File: config.mk
export PLATFORM = sky130hd
export DESIGN_NAME = dmi_jtag_host
export DESIGN_NICKNAME = d
export VERILOG_FILES = /design/src/rtl/dm_pkg.sv /design/src/rtl/jtag_bit_engine.sv /design/src/rtl/dmi_jtag_host.sv
export SDC_FILE = /design/constraint.sdc
export NUM_CORES = 1
export LEC_CHECK = 0
export ABC_AREA = 1
export BUFFER_PORTS_ARGS = -buffer_cell sky130_fd_sc_hd__buf_2
export CAP_MARGIN = 10
export CORE_MARGIN = 1
export CORE_UTILIZATION = 32
export DETAILED_ROUTE_END_ITERATION = 10
export GPL_ROUTABILITY_DRIVEN = 1
export PLACE_DENSITY_LB_ADDON = 0.15
export SLEW_MARGIN = 20
export SYNTH_ARGS = -nofsm -noshare
export SYNTH_HDL_FRONTEND = slang
export SYNTH_HIERARCHICAL = 1
export SYNTH_SLANG_ARGS = --single-unit
File: constraint.sdc
create_clock -name clk_i -period 3.8 [get_ports clk_i]
set_input_delay 0.57 -clock clk_i [delete_from_list [all_inputs] [get_ports clk_i]]
set_output_delay 0.57 -clock clk_i [all_outputs]
set_load 0.01 [all_outputs]
File: src/rtl/dm_pkg.sv
// Debug-module shared types plus JTAG host scan constants and helpers.
// Used by dmi_jtag_host (optional TRST via DMI_JTAG_HOST_TRST_EN).
package dm;

  localparam logic [4:0] DtmIrDmiAccess = 5'h11;
  localparam logic [4:0] DtmIrDtmcs = 5'h10;
  localparam int unsigned DmiScanWidth = 41;
  localparam int unsigned DtmcsDmiResetBit = 16;

  localparam logic [1:0] DtmNop = 2'd0;
  localparam logic [1:0] DtmRead = 2'd1;
  localparam logic [1:0] DtmWrite = 2'd2;
  localparam logic [1:0] DtmBusy = 2'd3;

  typedef struct packed {
    logic [6:0]  addr;
    logic [31:0] data;
    logic [1:0]  op;
  } dmi_req_t;

  typedef struct packed {
    logic [31:0] data;
    logic [1:0]  resp;
  } dmi_resp_t;

  typedef struct packed {
    logic [6:0]  addr;
    logic [31:0] data;
    logic [1:0]  op;
  } dmi_scan_t;

  typedef enum logic [3:0] {
    StTrst,
    StTapReset,
    StSelIr,
    StIdle,
    StAccess,
    StRunIdle,
    StStatus,
    StRstIr,
    StRstDr,
    StRstSel,
    StRespond
  } host_state_e;

  // TMS stream from Run-Test/Idle through n shift bits back to Run-Test/Idle
  function automatic logic [63:0] scan_tms(
    input logic       ir,
    input logic [5:0] n
  );
    logic [63:0] v;
    logic [5:0]  s;
    s = ir ? 6'd4 : 6'd3;
    v = 64'd1;
    v[1] = ir;
    v[6'(s + n - 6'd1)] = 1'b1;
    v[6'(s + n)] = 1'b1;
    return v;
  endfunction

  function automatic logic [63:0] scan_tdi(
    input logic        ir,
    input logic [63:0] d
  );
    return ir ? (d << 4) : (d << 3);
  endfunction

endpackage

File: src/rtl/jtag_bit_engine.sv
// TCK generator and single LSB-first bit-stream scanner (<= 64 bits).
// tms/tdi update as TCK falls; tdo is sampled as TCK rises.
module jtag_bit_engine
  import dm::*;
#(
  parameter int unsigned ClkDiv = 4
) (
  input  logic        clk_i,
  input  logic        rst_ni,
  input  logic        start_i,
  input  logic [6:0]  len_i,
  input  logic [63:0] tms_i,
  input  logic [63:0] tdi_i,
  output logic [63:0] tdo_o,
  output logic        done_o,
  output logic        tck_o,
  output logic        tms_o,
  output logic        tdi_o,
  input  logic        tdo_i
);

  localparam int unsigned DivW = $clog2(ClkDiv);
  localparam logic [DivW-1:0] DivMax = DivW'(ClkDiv - 1);

  logic            act_q, act_d;
  logic            tck_q, tck_d;
  logic            tms_q, tms_d;
  logic            tdi_q, tdi_d;
  logic            done_q, done_d;
  logic [DivW-1:0] div_q, div_d;
  logic [5:0]      idx_q, idx_d;
  logic [5:0]      last_q, last_d;
  logic [63:0]     tms_sr_q, tms_sr_d;
  logic [63:0]     tdi_sr_q, tdi_sr_d;
  logic [63:0]     tdo_q, tdo_d;

  always_comb begin
    act_d = act_q;
    tck_d = tck_q;
    tms_d = tms_q;
    tdi_d = tdi_q;
    done_d = 1'b0;
    div_d = div_q;
    idx_d = idx_q;
    last_d = last_q;
    tms_sr_d = tms_sr_q;
    tdi_sr_d = tdi_sr_q;
    tdo_d = tdo_q;
    if (!act_q) begin
      if (start_i) begin
        act_d = 1'b1;
        div_d = '0;
        idx_d = '0;
        last_d = 6'(len_i - 7'd1);
        tms_d = tms_i[0];
        tdi_d = tdi_i[0];
        tms_sr_d = tms_i >> 1;
        tdi_sr_d = tdi_i >> 1;
        tdo_d = '0;
      end
    end else begin
      div_d = (div_q == DivMax) ? '0 : DivW'(div_q + 1'b1);
      if (div_q == DivMax) begin
        tck_d = ~tck_q;
        if (!tck_q) begin
          tdo_d[idx_q] = tdo_i;
        end else if (idx_q == last_q) begin
          act_d = 1'b0;
          done_d = 1'b1;
        end else begin
          idx_d = idx_q + 6'd1;
          tms_d = tms_sr_q[0];
          tdi_d = tdi_sr_q[0];
          tms_sr_d = tms_sr_q >> 1;
          tdi_sr_d = tdi_sr_q >> 1;
        end
      end
    end
  end

  always_ff @(posedge clk_i or negedge rst_ni) begin
    if (!rst_ni) begin
      act_q <= 1'b0;
      tck_q <= 1'b0;
      tms_q <= 1'b1;
      tdi_q <= 1'b0;
      done_q <= 1'b0;
      div_q <= '0;
      idx_q <= '0;
      last_q <= '0;
      tms_sr_q <= '0;
      tdi_sr_q <= '0;
      tdo_q <= '0;
    end else begin
      act_q <= act_d;
      tck_q <= tck_d;
      tms_q <= tms_d;
      tdi_q <= tdi_d;
      done_q <= done_d;
      div_q <= div_d;
      idx_q <= idx_d;
      last_q <= last_d;
      tms_sr_q <= tms_sr_d;
      tdi_sr_q <= tdi_sr_d;
      tdo_q <= tdo_d;
    end
  end

  assign tdo_o = tdo_q;
  assign done_o = done_q;
  assign tck_o = tck_q;
  assign tms_o = tms_q;
  assign tdi_o = tdi_q;

endmodule

File: src/rtl/dmi_jtag_host.sv
// JTAG TAP initiator turning DMI requests into DTM scans with busy retry.
// Define DMI_JTAG_HOST_TRST_EN to drive trst_no through reset.
module dmi_jtag_host
  import dm::*;
#(
  parameter int unsigned ClkDiv = 4,
  parameter int unsigned IrLength = 5,
  parameter logic [IrLength-1:0] IrDmiAccess = DtmIrDmiAccess,
  parameter logic [IrLength-1:0] IrDtmcs = DtmIrDtmcs,
  parameter int unsigned IdleCycles = 8,
  parameter int unsigned MaxRetries = 4
) (
  input  logic          clk_i,
  input  logic          rst_ni,
  input  dm::dmi_req_t  dmi_req_i,
  input  logic          dmi_req_valid_i,
  output logic          dmi_req_ready_o,
  output dm::dmi_resp_t dmi_resp_o,
  output logic          dmi_resp_valid_o,
  input  logic          dmi_resp_ready_i,
  output logic          tck_o,
  output logic          tms_o,
  output logic          tdi_o,
  input  logic          tdo_i,
  output logic          trst_no
);

  localparam int unsigned RetryW = $clog2(MaxRetries + 1);

  localparam logic [6:0] IrLen = 7'(IrLength + 6);
  localparam logic [6:0] DrLen = 7'(DmiScanWidth + 5);
  localparam logic [6:0] CsLen = 7'd37;
  localparam logic [63:0] TmsIr = scan_tms(1'b1, 6'(IrLength));
  localparam logic [63:0] TmsDr = scan_tms(1'b0, 6'(DmiScanWidth));
  localparam logic [63:0] TmsCs = scan_tms(1'b0, 6'd32);
  localparam logic [63:0] TdiSel = scan_tdi(1'b1, 64'(IrDmiAccess));
  localparam logic [63:0] TdiCsIr = scan_tdi(1'b1, 64'(IrDtmcs));
  localparam logic [63:0] TdiCs =
    scan_tdi(1'b0, 64'd1 << DtmcsDmiResetBit);

`ifdef DMI_JTAG_HOST_TRST_EN
  localparam host_state_e RstState = StTrst;
`else
  localparam host_state_e RstState = StTapReset;
`endif

  host_state_e       state_q, state_d;
  logic              run_q, run_d;
  logic [RetryW-1:0] retry_q, retry_d;
  dmi_req_t          req_q, req_d;
  dmi_resp_t         resp_q, resp_d;

  logic        scan_st;
  logic        trst_set;
  logic        eng_start;
  logic [6:0]  eng_len;
  logic [63:0] eng_tms;
  logic [63:0] eng_tdi;
  logic [63:0] eng_tdo;
  logic        eng_done;
  dmi_scan_t   stat;

  assign stat = eng_tdo[DmiScanWidth+2:3];

  always_comb begin
    state_d = state_q;
    run_d = run_q;
    retry_d = retry_q;
    req_d = req_q;
    resp_d = resp_q;
    trst_set = 1'b0;
    eng_start = 1'b0;
    eng_len = '0;
    eng_tms = '0;
    eng_tdi = '0;
    scan_st = 1'b1;
    unique case (state_q)
      StTrst: begin
        eng_len = 7'd2;
        eng_tms = 64'h3;
        if (eng_done) begin
          trst_set = 1'b1;
          state_d = StTapReset;
        end
      end
      StTapReset: begin
        eng_len = 7'd6;
        eng_tms = 64'h1F;
        if (eng_done) state_d = StSelIr;
      end
      StSelIr: begin
        eng_len = IrLen;
        eng_tms = TmsIr;
        eng_tdi = TdiSel;
        if (eng_done) state_d = StIdle;
      end
      StIdle: begin
        scan_st = 1'b0;
        if (dmi_req_valid_i) begin
          req_d = dmi_req_i;
          retry_d = '0;
          state_d = StAccess;
        end
      end
      StAccess: begin
        eng_len = DrLen;
        eng_tms = TmsDr;
        eng_tdi = scan_tdi(1'b0, {23'b0, req_q});
        if (eng_done) state_d = StRunIdle;
      end
      StRunIdle: begin
        eng_len = 7'(IdleCycles);
        if (eng_done) state_d = StStatus;
      end
      StStatus: begin
        eng_len = DrLen;
        eng_tms = TmsDr;
        eng_tdi = scan_tdi(1'b0, {23'b0, req_q.addr, 32'b0, DtmNop});
        if (eng_done) begin
          if (stat.op == DtmBusy && retry_q < RetryW'(MaxRetries)) begin
            retry_d = RetryW'(retry_q + 1'b1);
            state_d = StRstIr;
          end else begin
            resp_d = {stat.data, stat.op};
            state_d = StRespond;
          end
        end
      end
      StRstIr: begin
        eng_len = IrLen;
        eng_tms = TmsIr;
        eng_tdi = TdiCsIr;
        if (eng_done) state_d = StRstDr;
      end
      StRstDr: begin
        eng_len = CsLen;
        eng_tms = TmsCs;
        eng_tdi = TdiCs;
        if (eng_done) state_d = StRstSel;
      end
      StRstSel: begin
        eng_len = IrLen;
        eng_tms = TmsIr;
        eng_tdi = TdiSel;
        if (eng_done) state_d = StAccess;
      end
      StRespond: begin
        scan_st = 1'b0;
        if (dmi_resp_ready_i) state_d = StIdle;
      end
      default: begin
        scan_st = 1'b0;
        state_d = RstState;
      end
    endcase
    // each scan state issues exactly one engine run
    if (scan_st) begin
      eng_start = ~run_q;
      run_d = run_q ? ~eng_done : 1'b1;
    end
  end

  always_ff @(posedge clk_i or negedge rst_ni) begin
    if (!rst_ni) begin
      state_q <= RstState;
      run_q <= 1'b0;
      retry_q <= '0;
      req_q <= '0;
      resp_q <= '0;
    end else begin
      state_q <= state_d;
      run_q <= run_d;
      retry_q <= retry_d;
      req_q <= req_d;
      resp_q <= resp_d;
    end
  end

  assign dmi_req_ready_o = (state_q == StIdle);
  assign dmi_resp_valid_o = (state_q == StRespond);
  assign dmi_resp_o = resp_q;

`ifdef DMI_JTAG_HOST_TRST_EN
  logic trst_q;
  always_ff @(posedge clk_i or negedge rst_ni) begin
    if (!rst_ni) trst_q <= 1'b0;
    else if (trst_set) trst_q <= 1'b1;
  end
  assign trst_no = trst_q;
`else
  logic unused_trst;
  assign unused_trst = trst_set;
  assign trst_no = 1'b1;
`endif

  logic unused_tdo;
  assign unused_tdo = ^{eng_tdo[63:DmiScanWidth+3], eng_tdo[2:0]};

  jtag_bit_engine #(
    .ClkDiv(ClkDiv)
  ) u_engine (
    .clk_i  (clk_i),
    .rst_ni (rst_ni),
    .start_i(eng_start),
    .len_i  (eng_len),
    .tms_i  (eng_tms),
    .tdi_i  (eng_tdi),
    .tdo_o  (eng_tdo),
    .done_o (eng_done),
    .tck_o  (tck_o),
    .tms_o  (tms_o),
    .tdi_o  (tdi_o),
    .tdo_i  (tdo_i)
  );

endmodule

==> Flow_metrics.wiki, run 1 <==
{| class="wikitable"
! Metric !! Value
|-
| Insertion delay of the later-clocked pin in the worst-skew pair || around 0.54 ns
|-
| Clock-pin slew of the registers on the worst-case setup and hold paths || ~0.060 ns
|-
| N_diodes || 0
|-
| Post-synthesis area per instance || 7.26 um^2
|-
| Root cell of the clock tree || sky130_fd_sc_hd__clkbuf_16
|-
| Endpoints failing hold || 0
|-
| Buffers from clock root to sink, at most || 3
|-
| Critical path start-end classification || flop to flop
|-
| Number of cells in the design after placement || around 2400
|-
| Die Y-Extent || ~200 um
|-
| Vias per Instance || about 4.6
|-
| # hold bufs at CTS || 0
|-
| Proportion of layout cells with a drive suffix above 1 || under 10%
|-
| Area of the die || about 42000 um^2
|-
| Count of nets after finishing || 1942
|-
| Initial antenna violation count || 0
|-
| Final max-slew violation count || 0
|-
| Relative area change from synthesis to final layout || 15.8%
|-
| Average wire per standard cell || between 10 and 15 um
|-
| CORE AREA || between 40000 and 50000 um^2
|-
| Top-level port count || between 80 and 90
|-
| Vias in the first global route || about 11000
|-
| Post-Route Skew || between 0.01 and 0.015 ns
|-
| Post-detailed-route count of antenna-violating nets || 0
|-
| Sequential cell fraction of total power || between 30 and 40%
|-
| Buffers inserted by post-CTS timing repair || 0
|-
| Routed WL || between 30 and 40 mm
|-
| Starting Density || between 30% and 40%
|-
| CTS buffer count || 34
|-
| Required time reported for the critical path endpoint || approximately 4.2 ns
|-
| Worst min path class || input port to asynchronous set/reset pin
|-
| Power density of the placed cells || between 600 and 700 nW/um^2
|-
| IO buf count || 84
|-
| Vias after detailed routing || 11200
|-
| Slew of the pin with the lowest slew margin || 0.980 ns
|-
| Power spent charging and discharging nets || 3.66 mW
|-
| Clock sink total || ~260
|-
| Setup repair after global routing missed its margin || false
|-
| Count of non-filler cells in the finished layout || between 2000 and 2500
|-
| Maximum fanout count along the critical path || 26
|-
| CP Data Arrival Time || around 3.1 ns
|-
| GP Congestion || just under 0.8
|-
| Clock tree from TritonCTS || done
|-
| Drt first-iter violations || 820
|-
| Number of resized instances in the post-cts repair step || 0
|-
| Yosys warning count || 6
|-
| Overall Global Routing Usage || approximately 16%
|-
| Internal cell power || approximately 6.4 mW
|-
| Global route overflow || 0
|-
| Number of H-tree levels || 2
|-
| Row count || 73
|-
| Max Cap Violations || 0
|-
| Wire length of the first global-routing pass || between 50 and 60 mm
|-
| Final critical-path required period || about 2.7 ns
|-
| Maximum number of pins on one net before global-route repair || 143
|-
| Relative max-transition margin || a little over a third
|-
| Leakage power figure || roughly 8.4 nW
|-
| Final TNS setup || 0 ns
|-
| Worst hold slack || between 0.07 and 0.08 ns
|-
| F_max || between 0.3 and 0.4 GHz
|-
| Kind of start point of the critical path || flop
|-
| Outcome || completed
|-
| Final HPWL DP || roughly 19 mm
|-
| First-pass DRT Iterations || 5
|-
| Maximum ir drop on the vdd rail || around 0.36 mV
|-
| Die X || roughly 200 um
|-
| Share of total power in combinational logic || 30.0%
|-
| Count of unresolved DRC violations after routing || 0
|-
| Share of total power in the clock network || 30.3%
|-
| Post-synthesis instance area || between 10000 and 15000 um^2
|-
| Switching Share || 36.5%
|-
| Utilization after layout || between 30% and 40%
|-
| Cells after Synth || ~1800
|-
| CP endpoint kind || flop
|-
| Post-route clock period utilization || 72.1%
|-
| Final setup violation count || 0
|}
## through the flow
stage          worst slack [ns]  power [mW]  instance area, um^2
2_1_floorplan              1.79        6.31                13400
3_3_place_gp               1.15        7.03                14100
3_5_place_dp               1.10        7.08                14100
4_1_cts                    1.10        10.2                15200
5_1_grt                   0.773        10.9                15200
6_report                   1.06        10.0                15200
## final timing paths
check / from / end / slack, ns / cells past startpoint
setup / recovery: state_q[2] / u_engine/tdo_o[8] / 1.06 / 12
hold / removal: rst_ni / retry_q[1] / 0.08 / 1
setup reg to reg: state_q[2] / u_engine/tdo_o[8] / 1.06 / 12
hold reg to reg: dmi_resp_o[15] / dmi_resp_o[15] / 0.46 / 2
max in group asynchronous: rst_ni / req_q[24] / 2.90 / 2
min in group clk_i: dmi_req_i[37] / req_q[37] / 0.27 / 3
## layout make-up
cell class	count	area (um^2)
clock inverter	7	82.6
tap	525	657
multi-input combinational	1399	5920
fill	4243	24900
timing repair buffer	105	651
clock buffer	48	955
inverter	90	344
sequential	262	6560
## critical path, cell delays in order (launching register included)
cell	delay, ns
sky130_fd_sc_hd__dfrtp_1	0.49
sky130_fd_sc_hd__o21ai_0	0.25
sky130_fd_sc_hd__o21a_1	0.19
sky130_fd_sc_hd__inv_1	0.05
sky130_fd_sc_hd__nor2_1	0.11
sky130_fd_sc_hd__inv_1	0.06
sky130_fd_sc_hd__nor2_2	0.23
sky130_fd_sc_hd__nor2_1	0.09
sky130_fd_sc_hd__buf_4	0.17
sky130_fd_sc_hd__inv_1	0.65
sky130_fd_sc_hd__nand2_1	0.15
sky130_fd_sc_hd__nand2_1	0.09
sky130_fd_sc_hd__o31ai_1	0.06
## flip-flops by register name, indices dropped and copies added (netlist names)
signal             cells
retry_q                3
u_engine/idx_q         6
run_q                  1
u_engine/div_q         2
u_engine/tms_sr_q     63
dmi_resp_o            34
state_q                4
u_engine/tck_o         1
u_engine/last_q        6
u_engine/tdo_o        34
u_engine/tdi_o         1
u_engine/tms_o         1
u_engine/done_o        1
req_q                 41
u_engine/act_q         1
u_engine/tdi_sr_q     63
## metal layers
layer / vias to the layer above / wire length (um) / global-route usage, %
met5: - / 0 / 0
met4: 0 / 425 / 3.70
met3: 30 / 1450 / 3.27
met2: 178 / 14600 / 26.1
met1: 5253 / 16100 / 22.7
li1: 5716 / - / -
## placed cells by master (no fill, tap or decap), drive strengths merged, types with 2 or more instances in the layout
cell,instances
conb,79
clkbuf,48
nand4,4
nand3,195
xnor2,2
nor3,3
o21ai,40
nor2,116
buf,105
a21oi,47
or2,4
o31ai,27
nor3b,2
inv,89
xor2,3
dfstp,2
o22ai,8
nand2,861
ha,4
clkinv,7
dfrtp,260
## power by group through the flow
stage | combinational [mW] | sequential, mW | clock (mW)
2_1_floorplan | 2.45 | 3.86 | 0
3_3_place_gp | 3.02 | 4.01 | 0
3_5_place_dp | 3.05 | 4.02 | 0
4_1_cts | 3.07 | 3.98 | 3.15
5_1_grt | 3.54 | 4.08 | 3.27
6_report | 3.01 | 3.98 | 3.04
(Power assumes the default switching activity.)
==> run 2, diff against run 1 <==
- clock period: 3.8 -> 2.8 ns (I/O delays scaled with it)
==> run 2 against run 1 <==
Fmax grew 19%. Combinational power grew 40%. Total power grew 35%. Count of clock-buffer cells in the layout shrank 5. Register-to-register slack lost 0.57 ns. Critical path depth shrank 1. Via count shrank 0.41%. Clock skew grew 0.011 ns. Sequential power grew 36%. Critical endpoint is now u_engine/tdi_sr_q[27]. Largest power group unchanged.
==> Flow_metrics.wiki, run 2 (synthesis gave the netlist of run 1 again) <==
{| class="wikitable"
! Metric !! Value
|-
| Maximum number of pins on one net before global-route repair || 135 (-5.6%)
|-
| Slack of the worst reg-to-reg path || 0.49 ns (-0.57 ns)
|-
| CTS buffer count || 31 (-8.8%)
|-
| Vias per Instance || 4.55 (-0.86%)
|-
| # hold bufs at CTS || 1 (+1)
|-
| Clock sink total || 262 (unchanged)
|-
| Slew of the pin with the lowest slew margin || 0.663 ns (-0.317 ns)
|-
| Clock-pin slew of the registers on the worst-case setup and hold paths || 0.06 ns (about the same)
|-
| Final setup violation count || 0 (unchanged)
|-
| Root cell of the clock tree || sky130_fd_sc_hd__clkbuf_16
|-
| Buffers from clock root to sink, at most || 3 (unchanged)
|-
| End of the worst hold path || req_q[37]
|-
| Starting Density || 32.7% (unchanged)
|-
| Post-Route Skew || 0.0229 ns (+0.0114 ns)
|-
| Row count || 73 (unchanged)
|-
| PnR Total Power || 13.5 mW (+35%)
|-
| Count of nets after finishing || 1954 (+0.62%)
|-
| Worst flop-to-flop path startpoint || state_q[2]
|-
| F_max || 0.433 GHz (+19%)
|-
| Clock tree from TritonCTS || done
|-
| Average wire per standard cell || 13.5 um (+0.75%)
|-
| CP Data Arrival Time || 2.82 ns (-0.32 ns)
|-
| Buffers inserted by post-CTS timing repair || 0 (unchanged)
|-
| Proportion of layout cells with a drive suffix above 1 || 10.4% (+0.62 points)
|-
| Kind of start point of the critical path || flop
|-
| Final critical-path required period || 2.31 ns (-0.431 ns)
|-
| Worst Min Path Start || dmi_req_i[37]
|-
| Final HPWL DP || 19.9 mm (+4.4%)
|-
| Count of unresolved DRC violations after routing || 0 (unchanged)
|-
| Wire length of the first global-routing pass || 56.5 mm (+0.66%)
|-
| Area of the die || 41800 um^2 (unchanged)
|-
| Global route overflow || 0 (unchanged)
|-
| Most frequent standard cell in the layout excluding fill and tap cells || sky130_fd_sc_hd__nand2_1
|-
| Maximum fanout count along the critical path || 51 (+96%)
|-
| Required time reported for the critical path endpoint || 3.31 ns (-0.89 ns)
|-
| Final max-slew violation count || 0 (unchanged)
|-
| Top-level port count || 86 (unchanged)
|-
| GP Congestion || 0.807 (+4.5%)
|-
| Worst R2R Path Depth || 11 (-1)
|-
| Post-detailed-route count of antenna-violating nets || 0 (unchanged)
|-
| IO buf count || 84 (unchanged)
|-
| Registers with the most flip-flops || u_engine/tdi_sr_q x63, u_engine/tms_sr_q x63, req_q x41
|-
| R2R Path End || u_engine/tdi_sr_q[27]
|-
| Vias in the first global route || 11000 (+0.35%)
|-
| Final TNS setup || 0 ns (unchanged)
|-
| Overall Global Routing Usage || 16.3% (-0.071 points)
|-
| CP endpoint kind || flop
|-
| Hold path depth || 3
|-
| Maximum ir drop on the vdd rail || 0.545 mV (+50%)
|-
| Insertion delay of the later-clocked pin in the worst-skew pair || 0.58 ns (+0.04 ns)
|-
| CP max-delay cell || sky130_fd_sc_hd__dfrtp_1
|-
| Routed WL || 33.0 mm (+1.2%)
|-
| Relative area change from synthesis to final layout || 16.5%
|-
| Endpoints failing hold || 0 (unchanged)
|-
| Largest incremental delay on the critical path || 0.49 ns (-0.16 ns)
|-
| Post-placement cell area || 14300 um^2 (+1.1%)
|-
| Vias after detailed routing || 11100 (-0.41%)
|-
| Leakage power figure || 8.49 nW (+0.57%)
|-
| Worst min path class || input port to flop
|-
| Die X || 204 um (unchanged)
|-
| Most frequent cells in the layout || sky130_fd_sc_hd__nand2_1 (854), sky130_fd_sc_hd__dfrtp_1 (259), sky130_fd_sc_hd__nand3_1 (194)
|-
| Post-route clock period utilization || 82.4% (+10 points)
|-
| First-pass DRT Iterations || 4 (-1)
|-
| Initial antenna violation count || 1 (+1)
|-
| Drt first-iter violations || 631 (-23%)
|-
| Crit path cell chain || o21ai_0 -> o21a_1 -> inv_1 -> nor2_1 -> inv_1 -> nor2_2 -> inv_4 -> nand2_4 -> buf_12 -> nand2_1 -> nand2_1
|-
| Number of resized instances in the post-cts repair step || 0 (unchanged)
|-
| Max Cap Violations || 0 (unchanged)
|-
| Setup repair after global routing missed its margin || false
|-
| Outcome || completed
|-
| Critical path start-end classification || flop to flop
|-
| Die Y-Extent || 204 um (unchanged)
|-
| Relative max-transition margin || 55.8% (+21 points)
|-
| Post-route design area || 15300 um^2 (+0.64%)
|-
| CORE AREA || 40100 um^2 (unchanged)
|-
| N_diodes || 0 (unchanged)
|-
| Power density of the placed cells || 887 nW/um^2 (+34%)
|-
| Number of H-tree levels || 1 (-1)
|}
## run 2: power by group
group | internal [mW] | total (mW) | switching (mW)
sequential | 4.80 | 5.40 | 0.603
combinational | 1.46 | 4.20 | 2.74
clock | 2.32 | 3.94 | 1.61
## run 2: through the flow
stage	instances	util (%)	setup slack, ns	hold slack [ns]
finish	2447	38.1	0.492	0.0768
global placement	2395	35.6	0.555	0.408
CTS	2447	38.1	0.497	0.0544
global route	2447	38.1	0.262	0.0723
detailed placement	2395	35.6	0.514	0.410
floorplan	1881	-	0.794	0.124
## run 2: how the worst max path moves through the flow
stage / cells past startpoint / slack, ns / endpoint / start
2_1_floorplan: 13 / 0.79 / u_engine/tdo_o[13] / state_q[2]
3_3_place_gp: 7 / 0.55 / u_engine/tdi_sr_q[54] / u_engine/act_q
3_5_place_dp: 11 / 0.51 / u_engine/tdi_sr_q[31] / state_q[2]
4_1_cts: 11 / 0.50 / u_engine/tdi_sr_q[27] / state_q[2]
5_1_grt: 12 / 0.26 / u_engine/tdo_o[22] / state_q[2]
6_report: 11 / 0.49 / u_engine/tdi_sr_q[27] / state_q[2]
## run 2: per-layer routing
| layer | GRT usage (%) | part of all wire, % |
|---|---|---|
| met5 | 0 | 0 |
| met3 | 2.26 | 3.1 |
| met1 | 22.5 | 50 |
| met2 | 27.1 | 46 |
| met4 | 3.22 | 1.6 |
## run 2: area by class of cell
cell class	count	area, um^2
Fill cell	4246	24800
Sequential cell	262	6560
Multi-Input combinational cell	1399	5920
Clock buffer	43	871
Timing Repair Buffer	120	816
Tap cell	525	657
Inverter	90	344
Clock inverter	8	98.8
## run 2: worst max-delay path, delay by kind of cell, from the launching register on
family / cells / cell delay, ns
and+or+nand+nor: 5 / 0.77
DFF: 1 / 0.49
buffers and inverters: 4 / 0.48
AOI/OAI and AO/OA: 2 / 0.46
==> run 3, diff against run 2 <==
- clock period: 2.8 -> 1.9 ns (I/O delays scaled with it)
==> run 3 against run 2 <==
The run now ends with setup timing left. Worst hold slack worse by 0.042 ns. First-iteration DRC count increased by 28%. Routed wire length is 8.6% higher. Die area unchanged. Clock skew is 0.0036 ns lower. Global-route usage grew 0.47 points. Non-clock buffer count rose by 120. Cell area rose by 12%. Count of clock-buffer cells in the layout increased by 6. Critical path type is now flop to output port.
==> Flow_metrics.wiki, run 3 (synthesis gave the netlist of run 1 again) <==
{| class="wikitable"
! Metric !! Value
|-
| Insertion delay of the later-clocked pin in the worst-skew pair || 0.56 ns (-0.02 ns)
|-
| Maximum ir drop on the vdd rail || 0.659 mV (+21%)
|-
| Vias per Instance || 4.58 (+0.72%)
|-
| Vias in the first global route || 11600 (+5.0%)
|-
| Number of cells in the design after placement || 2454 (+2.5%)
|-
| Leakage power figure || 9.37 nW (+10%)
|-
| Routed WL || 35.8 mm (+8.6%)
|-
| Post-Route Skew || 0.0193 ns (-0.00360 ns)
|-
| Final setup violation count || 98 (+98)
|-
| Slew of the pin with the lowest slew margin || 0.775 ns (+0.113 ns)
|-
| Worst flop-to-flop path startpoint || state_q[0]
|-
| Drt first-iter violations || 806 (+28%)
|-
| Power density of the placed cells || 1270 nW/um^2 (+43%)
|-
| CORE AREA || 40100 um^2 (unchanged)
|-
| Endpoints failing hold || 0 (unchanged)
|-
| Kind of start point of the critical path || flop
|-
| Max Cap Violations || 0 (unchanged)
|-
| Number of H-tree levels || 1 (unchanged)
|-
| Required time reported for the critical path endpoint || 1.62 ns (-1.69 ns)
|-
| CP Data Arrival Time || 1.69 ns (-1.13 ns)
|-
| Root cell of the clock tree || sky130_fd_sc_hd__clkbuf_16
|-
| Post-route design area || 17000 um^2 (+12%)
|-
| Registers with the most flip-flops || u_engine/tdi_sr_q x63, u_engine/tms_sr_q x63, req_q x41
|-
| Area of the die || 41800 um^2 (unchanged)
|-
| Worst setup slack before clock tree synthesis || -0.111 ns (-0.625 ns)
|-
| Most frequent standard cell in the layout excluding fill and tap cells || sky130_fd_sc_hd__nand2_1
|-
| Starting Density || 32.7% (unchanged)
|-
| GP Congestion || 0.809 (+0.25%)
|-
| Violations in the final reports || setup timing
|-
| Worst hold slack || 0.0344 ns (-0.0425 ns)
|-
| Count of non-filler cells in the finished layout || 2570 (+5.0%)
|-
| DR WL met3 || 1.27 mm (+25%)
|-
| Total routed wire length on the met1 layer || 17.3 mm (+5.5%)
|-
| Average wire per standard cell || 13.9 um (+3.4%)
|-
| Buffers from clock root to sink, at most || 3 (unchanged)
|-
| Initial antenna violation count || 1 (unchanged)
|-
| N_diodes || 0 (unchanged)
|-
| CP endpoint kind || output port
|-
| Outcome || complete, but fails checks
|-
| Count of unresolved DRC violations after routing || 0 (unchanged)
|-
| Vias after detailed routing || 11800 (+5.8%)
|-
| Setup repair after global routing missed its margin || true
|-
| Post-placement cell area || 14900 um^2 (+4.2%)
|-
| Final critical-path required period || 1.97 ns
|-
| Final max-slew violation count || 0 (unchanged)
|-
| Post-detailed-route count of antenna-violating nets || 0 (unchanged)
|-
| Wire length of the first global-routing pass || 58.1 mm (+2.9%)
|-
| Critical path start-end classification || flop to output port
|-
| Clock sink total || 262 (unchanged)
|-
| Count of nets after finishing || 2075 (+6.2%)
|-
| CTS buffer count || 31 (unchanged)
|-
| Die X || 204 um (unchanged)
|-
| Maximum fanout count along the critical path || 4 (-92%)
|-
| Number of fill cells in the layout || 4080 (-3.9%)
|-
| Worst Min Path Start || dmi_req_i[13]
|-
| Routed length on met2 || 16.7 mm (+11%)
|-
| Row count || 73 (unchanged)
|-
| Worst setup startpoint || state_q[0]
|-
| Top-level port count || 86 (unchanged)
|-
| Clock tree from TritonCTS || done
|-
| Least setup slack across all paths after layout || -0.0718 ns (-0.563 ns)
|-
| Final HPWL DP || 21.4 mm (+7.3%)
|-
| Clock-pin slew of the registers on the worst-case setup and hold paths || 0.06 ns (about the same)
|-
| Worst min path class || input port to flop
|-
| Most frequent cells in the layout || sky130_fd_sc_hd__nand2_1 (818), sky130_fd_sc_hd__dfrtp_1 (259), sky130_fd_sc_hd__nand3_1 (193)
|-
| Top sig layer || met4
|-
| Relative area change from synthesis to final layout || 30.0%
|-
| Overall Global Routing Usage || 16.8% (+0.47 points)
|-
| First-pass DRT Iterations || 6 (+2)
|-
| IO buf count || 84 (unchanged)
|-
| Maximum number of pins on one net before global-route repair || 77 (-43%)
|-
| Post-route clock period utilization || 104%
|-
| Relative max-transition margin || 48.3% (-7.5 points)
|-
| Proportion of layout cells with a drive suffix above 1 || 16.9% (+6.5 points)
|-
| Die Y-Extent || 204 um (unchanged)
|-
| Global route overflow || 0 (unchanged)
|-
| F_max || about 0.51 GHz
|}
[run 3: cell count changes in the layout (fill, tap and decap cells not counted), moves of 7 or more]
cell	change
sky130_fd_sc_hd__buf_12	+11
sky130_fd_sc_hd__o31ai_1	-8
sky130_fd_sc_hd__o31ai_2	+8
sky130_fd_sc_hd__dlygate4sd3_1	+40
sky130_fd_sc_hd__buf_4	+48
sky130_fd_sc_hd__nand2_2	+26
sky130_fd_sc_hd__nand2_4	+7
sky130_fd_sc_hd__buf_6	+9
sky130_fd_sc_hd__nand2_1	-36
sky130_fd_sc_hd__clkbuf_16	+10
sky130_fd_sc_hd__nor2_1	-9
[run 3: timing repair]
item	CTS	global route
setup buffers	5	5
cloned	0	12
endpoints found under the setup margin	161	205
pin swaps	1	11
resized for setup	15	94
hold buffers	41	0
hold endpoints to repair	87	0
[run 3: worst paths after layout]
| path | end | slack [ns] | depth (start not counted) |
|---|---|---|---|
| max in group asynchronous | u_engine/tms_o | 0.89 | 3 |
| setup / recovery | dmi_resp_valid_o | -0.07 | 7 |
| min in group asynchronous | dmi_resp_o[33] | 0.26 | 2 |
| hold reg to reg | dmi_resp_o[23] | 0.46 | 2 |
| setup reg to reg | u_engine/tms_sr_q[50] | -0.05 | 12 |
| hold / removal | req_q[13] | 0.03 | 3 |
[run 3: where the power goes]
group          internal (mW)  switching, mW  leakage [nW]
registers               7.08          0.780          3.38
clock network           3.49           2.33         0.490
logic                   3.17           4.77          5.50
total                   13.7           7.88          9.37
[run 3: final cells by class]
cell class | count | area (um^2) | area share (%)
inverters | 90 | 369 | 2.17
multi-input cells | 1400 | 6220 | 36.5
well taps | 525 | 657 | 3.86
clock buffers | 49 | 943 | 5.54
clock inverters | 4 | 48.8 | 0.286
flip-flops and latches | 262 | 6560 | 38.5
repair buffers | 240 | 2240 | 13.1
[run 3: routing by layer]
layer / track usage [%] / vias up
met2: 28.3 / 194
met1: 22.8 / 5556
met4: 3.28 / 0
met5: 0 / -
met3: 2.39 / 35
li1: - / 5990
[run 3: worst max-delay path, cell delays in order (launching register included)]
cell,delay [ns]
sky130_fd_sc_hd__dfstp_2,0.57
sky130_fd_sc_hd__buf_6,0.13
sky130_fd_sc_hd__inv_4,0.03
sky130_fd_sc_hd__buf_6,0.10
sky130_fd_sc_hd__nand2_4,0.05
sky130_fd_sc_hd__buf_6,0.10
sky130_fd_sc_hd__nor2_4,0.03
sky130_fd_sc_hd__buf_6,0.11
[run 3: through the flow]
stage | power (mW) | setup TNS (ns) | util (%)
2_1_floorplan | 12.6 | -0.748 | -
3_5_place_dp | 15.0 | -4.77 | 37.1
4_1_cts | 21.2 | -1.09 | 40.8
3_3_place_gp | 14.9 | -1.34 | 37.1
5_1_grt | 23.3 | -17.26 | 42.5
6_report | 21.6 | -1.98 | 42.5
